### src/rtl/beatmap_sequencer.sv
// beatmap_sequencer
//   Steps through the beatmap notes ROM one row per beat and offers every
//   non-empty 4-lane row to the lane spawner over a valid/ready handshake.
//   It owns the beat timebase, the ROM address and end-of-song detection.
//
// Ports
//   clk          system clock, posedge
//   resetn       asynchronous active-low reset
//   start        1-cycle pulse, begins the song at row 0 (ignored while busy)
//   pause        level, freezes the beat counter
//   rom_address  registered row index to the notes ROM
//   rom_data     ROM row, valid one cycle after the address is sampled
//   note_valid   note_lanes holds a row for the spawner
//   note_lanes   bit i = spawn a note in lane i
//   note_ready   spawner accepts the row when note_valid & note_ready
//   busy         song in progress
//   done         song finished, held until the next start
//   overrun      sticky, a beat was dropped; cleared by start
//
// state     | meaning
// ----------+------------------------------------------------------------
// IDLE      | waiting for start after reset
// WAIT_BEAT | waiting for a beat tick (or a remembered pending beat)
// FETCH     | rom_address stable, ROM samples it at the end of the cycle
// CAPTURE   | rom_data valid; load the row or skip an empty one
// PRESENT   | note_valid high, waiting for note_ready
// DONE      | last row handled, waiting for start
module beatmap_sequencer #(
  parameter int CLKS_PER_BEAT = 12_500_000,
  parameter int NUM_ROWS      = 17,
  parameter int ADDR_W        = 13,
  parameter int LANES         = 4
) (
  input  logic              clk,
  input  logic              resetn,
  input  logic              start,
  input  logic              pause,
  output logic [ADDR_W-1:0] rom_address,
  input  logic [LANES-1:0]  rom_data,
  output logic              note_valid,
  output logic [LANES-1:0]  note_lanes,
  input  logic              note_ready,
  output logic              busy,
  output logic              done,
  output logic              overrun
);

  localparam int                CNT_W     = $clog2(CLKS_PER_BEAT);
  localparam logic [CNT_W-1:0]  BEAT_LAST = CNT_W'(CLKS_PER_BEAT - 1);
  localparam logic [ADDR_W-1:0] LAST_ROW  = ADDR_W'(NUM_ROWS - 1);

  typedef enum logic [2:0] {
    IDLE, WAIT_BEAT, FETCH, CAPTURE, PRESENT, DONE
  } state_t;

  state_t           state;
  logic [CNT_W-1:0] beat_cnt;
  logic             pending;
  logic             running;
  logic             tick;
  logic             last_row;

  assign running  = (state == WAIT_BEAT) || (state == FETCH) ||
                    (state == CAPTURE)   || (state == PRESENT);
  assign tick     = running && (beat_cnt == BEAT_LAST) && !pause;
  assign last_row = (rom_address == LAST_ROW);

  always_ff @(posedge clk or negedge resetn) begin
    if (!resetn) begin
      state       <= IDLE;
      beat_cnt    <= '0;
      pending     <= 1'b0;
      rom_address <= '0;
      note_valid  <= 1'b0;
      note_lanes  <= '0;
      busy        <= 1'b0;
      done        <= 1'b0;
      overrun     <= 1'b0;
    end else begin
      if (running && !pause)
        beat_cnt <= tick ? '0 : beat_cnt + 1'b1;

      // A beat arriving while a row is in flight is remembered once;
      // a second one before it is served is lost.
      if (tick && (state != WAIT_BEAT)) begin
        if (pending) overrun <= 1'b1;
        else         pending <= 1'b1;
      end

      case (state)
        IDLE, DONE: begin
          if (start) begin
            state       <= WAIT_BEAT;
            rom_address <= '0;
            beat_cnt    <= '0;
            pending     <= 1'b0;
            overrun     <= 1'b0;
            done        <= 1'b0;
            busy        <= 1'b1;
          end
        end

        WAIT_BEAT: begin
          // tick together with pending consumes one of them; pending stays set
          if (tick || pending) begin
            state <= FETCH;
            if (!tick) pending <= 1'b0;
          end
        end

        FETCH: state <= CAPTURE;

        CAPTURE: begin
          if (rom_data != '0) begin
            note_lanes <= rom_data;
            note_valid <= 1'b1;
            state      <= PRESENT;
          end else if (last_row) begin
            state <= DONE;
            done  <= 1'b1;
            busy  <= 1'b0;
          end else begin
            rom_address <= rom_address + 1'b1;
            state       <= WAIT_BEAT;
          end
        end

        PRESENT: begin
          if (note_ready) begin
            note_valid <= 1'b0;
            if (last_row) begin
              state <= DONE;
              done  <= 1'b1;
              busy  <= 1'b0;
            end else begin
              rom_address <= rom_address + 1'b1;
              state       <= WAIT_BEAT;
            end
          end
        end

        default: state <= IDLE;
      endcase
    end
  end

endmodule
### config.mk
export PLATFORM = sky130hd
export DESIGN_NAME = beatmap_sequencer
export DESIGN_NICKNAME = d
export VERILOG_FILES = /design/src/rtl/beatmap_sequencer.sv
export SDC_FILE = /design/constraint.sdc
export NUM_CORES = 1
export LEC_CHECK = 0
export CAP_MARGIN = 25
export CORE_ASPECT_RATIO = 1.1
export CORE_MARGIN = 2
export CORE_UTILIZATION = 55
export CTS_CLUSTER_SIZE = 14
export DETAILED_ROUTE_END_ITERATION = 8
export PLACE_DENSITY = 0.77
export SYNTH_ARGS = -nofsm -noshare
export SYNTH_HDL_FRONTEND = slang
export SYNTH_SLANG_ARGS = --single-unit
### constraint.sdc
create_clock -name clk -period 2.6 [get_ports clk]
set_input_delay 0.39 -clock clk [delete_from_list [all_inputs] [get_ports clk]]
set_output_delay 0.39 -clock clk [all_outputs]
set_load 0.05 [all_outputs]
==> flow_results.org <==
** Cells and area
- Top library cells by usage in the layout, fill and taps aside :: 49 x sky130_fd_sc_hd__dfrtp_1, 36 x sky130_fd_sc_hd__nor2_1, 28 x sky130_fd_sc_hd__nand2_1, 28 x sky130_fd_sc_hd__clkdlybuf4s50_1, 19 x sky130_fd_sc_hd__buf_4
- Fraction of layout cells with a size suffix above 1 :: 12.2%
- Compared with the post-synthesis result, the final layout area differs by 20.7%.
- The finished cells cover 3200 µm².
- Cells fill 68.9% of the core in the end.
- The final layout contains 339 nets.
- Count of non-filler cells in the finished layout :: 384
- The repair_antennas step left the layout with diodes totalling 0.
- The library cell used most frequently in the layout, excluding fill and tap cells, is sky130_fd_sc_hd__dfrtp_1.

** Timing
- The worst pin sits at a relative slew slack of 59.4%.
- Slew Viols, Final :: 0
- Number of setup violations in the final report :: 0
- Fin crit share :: 90.7%
- Number of hold violations in the final report :: 0
- Setup repair after global routing missed its margin :: false
- Subtracting the final worst setup slack from the clock period gives 2.36 ns.
- Worst hold slack across all endpoints :: 0.0344 ns
- Between clock sinks in the finished design, the worst skew comes to 0.00620 ns.
- Static timing analysis puts the maximum clock frequency at 424 MHz.
- At the pin with the least slew margin, the transition time is 0.604 ns.
- Post-route worst setup slack :: 0.243 ns
- Setup TNS :: 0 ns

** Worst setup path
- The setup check on the worst reg-to-reg path leaves a slack of 0.33 ns.
- Largest stage delay on the critical path :: 0.59 ns
- Grouping stages by cell kind, the critical path spends the most delay in simple AND/OR/NAND/NOR gates.
- Element type at the critical path end :: flop
- Traced cell by cell, the critical path runs through clkdlybuf4s50_1 -> or4_1 -> o22ai_2 -> o211ai_1 -> or4_1 -> a21oi_1.
- Buffer and inverter count on the worst path :: 1
- The worst register-to-register path ends at rom_address[12].
- Top cell by count, worst path :: sky130_fd_sc_hd__or4_1
- The number of cells on the worst reg-to-reg path is 6.
- Data arrival, critical path :: 2.59 ns
- STA classifies the critical path startpoint as an input pin.
- Peak fanout along the critical path :: 5
- STA puts the critical path data required time at 2.83 ns.
- Slowest library cell on the worst path :: sky130_fd_sc_hd__or4_1
- Worst reg2reg path startpoint :: state[2]
- Worst Setup Path Type :: in2reg

** Clocking
- The cell sitting at the root of the clock tree is a sky130_fd_sc_hd__clkbuf_8.
- The H-tree generated during clock tree synthesis spans 2 levels.
- The number of clock buffers added by TritonCTS is 5.
- Maximum count of clock buffers along a single path :: 2
- TritonCTS clock tree :: built
- In this run the post-CTS setup repair buffer count came out at 0.
- Register clock-pin slew on the reported worst setup and hold paths :: 0.09 ns
- Worst-Skew Late Latency :: 0.30 ns
- After clock tree synthesis, the flow added hold-fix buffers numbering 0.
- # resized after CTS :: 0
- CTS saw 49 sinks.

** Route
- Number of search-and-repair iterations in the first detailed-routing pass :: 4
- Detailed-route via count :: 2205
- The detailed router finished its first iteration with 82 violations.
- WL per Instance :: 14.1 µm
- In this run the remaining antenna-violating nets after routing total 0.
- DRC violations left :: 0
- Dividing the detail-routed via count by the number of cells gives 5.74.
- Wire length after detailed routing :: 5410 µm

** Floorplan
- Vert. Die Dim :: 76.9 µm
- Initial standard-cell utilization of the core :: 57.1%
- Number of rows created at floorplan :: 26
- Horizontal die dimension :: 70.2 µm
- Floorplan core area :: 4650 µm²
- The die covers 5400 µm².
- Io pins :: 30

** Pwr
- Worst supply voltage drop on vdd :: 0.370 mV
- Net switching is 28.0% of the power.
- Overall power consumption after layout is estimated at 1.61 mW.
- Comb power frac :: 16.9%
- Internal power of the cells :: 1.16 mW
- Leakage power figure :: 1.41 nW
- Power spread over the standard cell area amounts to 502 nW/µm².
- In this run the power spent charging and discharging nets is 451 µW.
- Sequential share of power :: 53.0%
- Fraction of power consumed by the clock network :: 30.1%

** GRT
- Total routing resource utilization after global routing :: 21.4%
- The via count of the first global-routing pass was 2166.
- Wire length of the first global-routing pass :: 9390 µm
- Initial antenna violation count :: 0
- Entering global routing, the biggest net connects 23 pins.
- Grt total ovfl :: 0

** Synth
- Count of flip-flops with a built-in enable after synthesis :: 0
- Synthesized net count :: 293
- Synthesis produced 281 cells.
- Of all flip-flops after synthesis, the portion carrying an async set or reset was 100%.
- Yosys mapped the design onto 51 distinct sky130hd cell types.
- During synthesis, Yosys emitted a total of 0 warnings.
- For this run, the leading register cell type out of synthesis is sky130_fd_sc_hd__dfrtp_1.
- Post-Syn Area per Cell :: 9.45 µm²
- Flop and latch count out of synthesis :: 49
- The share of the Yosys chip area taken by registers is 46.2%.
- Syn Std Cell Area :: 2660 µm²

** Placement
- Dpl hpwl :: 4040 µm
- Buffers placed on the I/O ports in this run total 29.
- Once placement finished, the instance area stood at 3100 µm².
- The congestion estimate from routability-driven global placement came to 0.794.
- In this run, placement finished with an instance count of 376.
- Worst-case setup slack after placement :: -0.0372 ns

** Hold path
- Path type of the worst min-delay path :: in2async

** Run
- Max cap viols :: 0

** Run status
- The run finished with clean final reports.
state kept, by name, summed over array words and instances, names as in the netlist:
register	count
rom_address	13
note_lanes	4
note_valid	1
busy	1
overrun	1
state	3
pending	1
done	1
beat_cnt	24
worst max-delay path by stage:
stage                   startpoint              end  slack (ns)  cells after the start
floorplan           rom_address[0]  rom_address[12]        0.38                      7
global placement       rom_data[1]   rom_address[6]       -0.01                      7
detailed placement     rom_data[1]  rom_address[12]       -0.04                      6
CTS                    rom_data[1]  rom_address[12]        0.28                      6
global route           rom_data[0]  rom_address[12]        0.13                      6
finish                 rom_data[1]  rom_address[12]        0.24                      6
cell families (layout without fill, tap and decap cells):
| group | after synthesis | after routing | synth area share, % |
|---|---|---|---|
| fa+ha+maj | 3 | 3 | 1.41 |
| mux | 3 | 3 | 1.23 |
| simple gates | 135 | 135 | 27.0 |
| flops | 49 | 49 | 46.2 |
| buf+inv | 19 | 66 | 3.30 |
| xor+xnor | 22 | 22 | 7.26 |
| compound gates | 50 | 50 | 13.6 |
routing by layer:
metal	global-route usage (%)	part of all wire, %
met5	0	0
met4	6.35	0.81
met2	37.8	52
met3	4.34	2.9
met1	26.2	45
layout make-up:
class                      count  area [µm²]
tap                           56        70.1
timing repair buffer          48         428
clock inverter                 1        5.00
multi-input combinational    213        1340
sequential                    49        1230
inverter                      10        37.5
fill                         374        1450
clock buffer                   7        96.3
power groups by stage:
stage / registers (mW) / logic, mW / clock network [mW]
final: 0.854 / 0.272 / 0.484
after detailed placement: 0.868 / 0.270 / 0
after global placement: 0.866 / 0.265 / 0
after global routing: 0.860 / 0.302 / 0.531
after CTS: 0.853 / 0.274 / 0.501
after floorplan: 0.897 / 0.143 / 0
Yosys cell counts, types with 2 or more instances:
cell type | n | share of area (%)
sky130_fd_sc_hd__o31ai_1 | 2 | 0.57
sky130_fd_sc_hd__a22o_1 | 3 | 0.99
sky130_fd_sc_hd__xor2_1 | 14 | 4.6
sky130_fd_sc_hd__nor3b_1 | 3 | 0.85
sky130_fd_sc_hd__o211ai_1 | 5 | 1.4
sky130_fd_sc_hd__nor3_1 | 3 | 0.57
sky130_fd_sc_hd__clkbuf_1 | 5 | 0.71
sky130_fd_sc_hd__nor4b_1 | 3 | 0.99
sky130_fd_sc_hd__xnor2_1 | 8 | 2.6
sky130_fd_sc_hd__or3_1 | 9 | 2.1
sky130_fd_sc_hd__and3_1 | 4 | 0.94
sky130_fd_sc_hd__nand3_1 | 13 | 2.5
sky130_fd_sc_hd__o21ai_0 | 13 | 2.5
sky130_fd_sc_hd__nor2b_1 | 2 | 0.47
sky130_fd_sc_hd__a21oi_1 | 12 | 2.3
sky130_fd_sc_hd__nand2b_1 | 3 | 0.71
sky130_fd_sc_hd__a31oi_1 | 2 | 0.47
sky130_fd_sc_hd__nor2_1 | 36 | 5.1
sky130_fd_sc_hd__or4_1 | 5 | 1.4
sky130_fd_sc_hd__nand4_1 | 9 | 2.1
sky130_fd_sc_hd__nand2_1 | 28 | 4.0
sky130_fd_sc_hd__and4_1 | 2 | 0.66
sky130_fd_sc_hd__inv_1 | 10 | 1.4
sky130_fd_sc_hd__nor4_1 | 3 | 0.71
sky130_fd_sc_hd__a2111oi_4 | 2 | 2.1
sky130_fd_sc_hd__mux2_2 | 2 | 0.85
sky130_fd_sc_hd__and2_1 | 4 | 0.94
sky130_fd_sc_hd__ha_1 | 3 | 1.4
sky130_fd_sc_hd__or2_2 | 2 | 0.47
sky130_fd_sc_hd__buf_4 | 2 | 0.57
sky130_fd_sc_hd__dfrtp_1 | 49 | 46
Power figures use the tool's default switching activity.
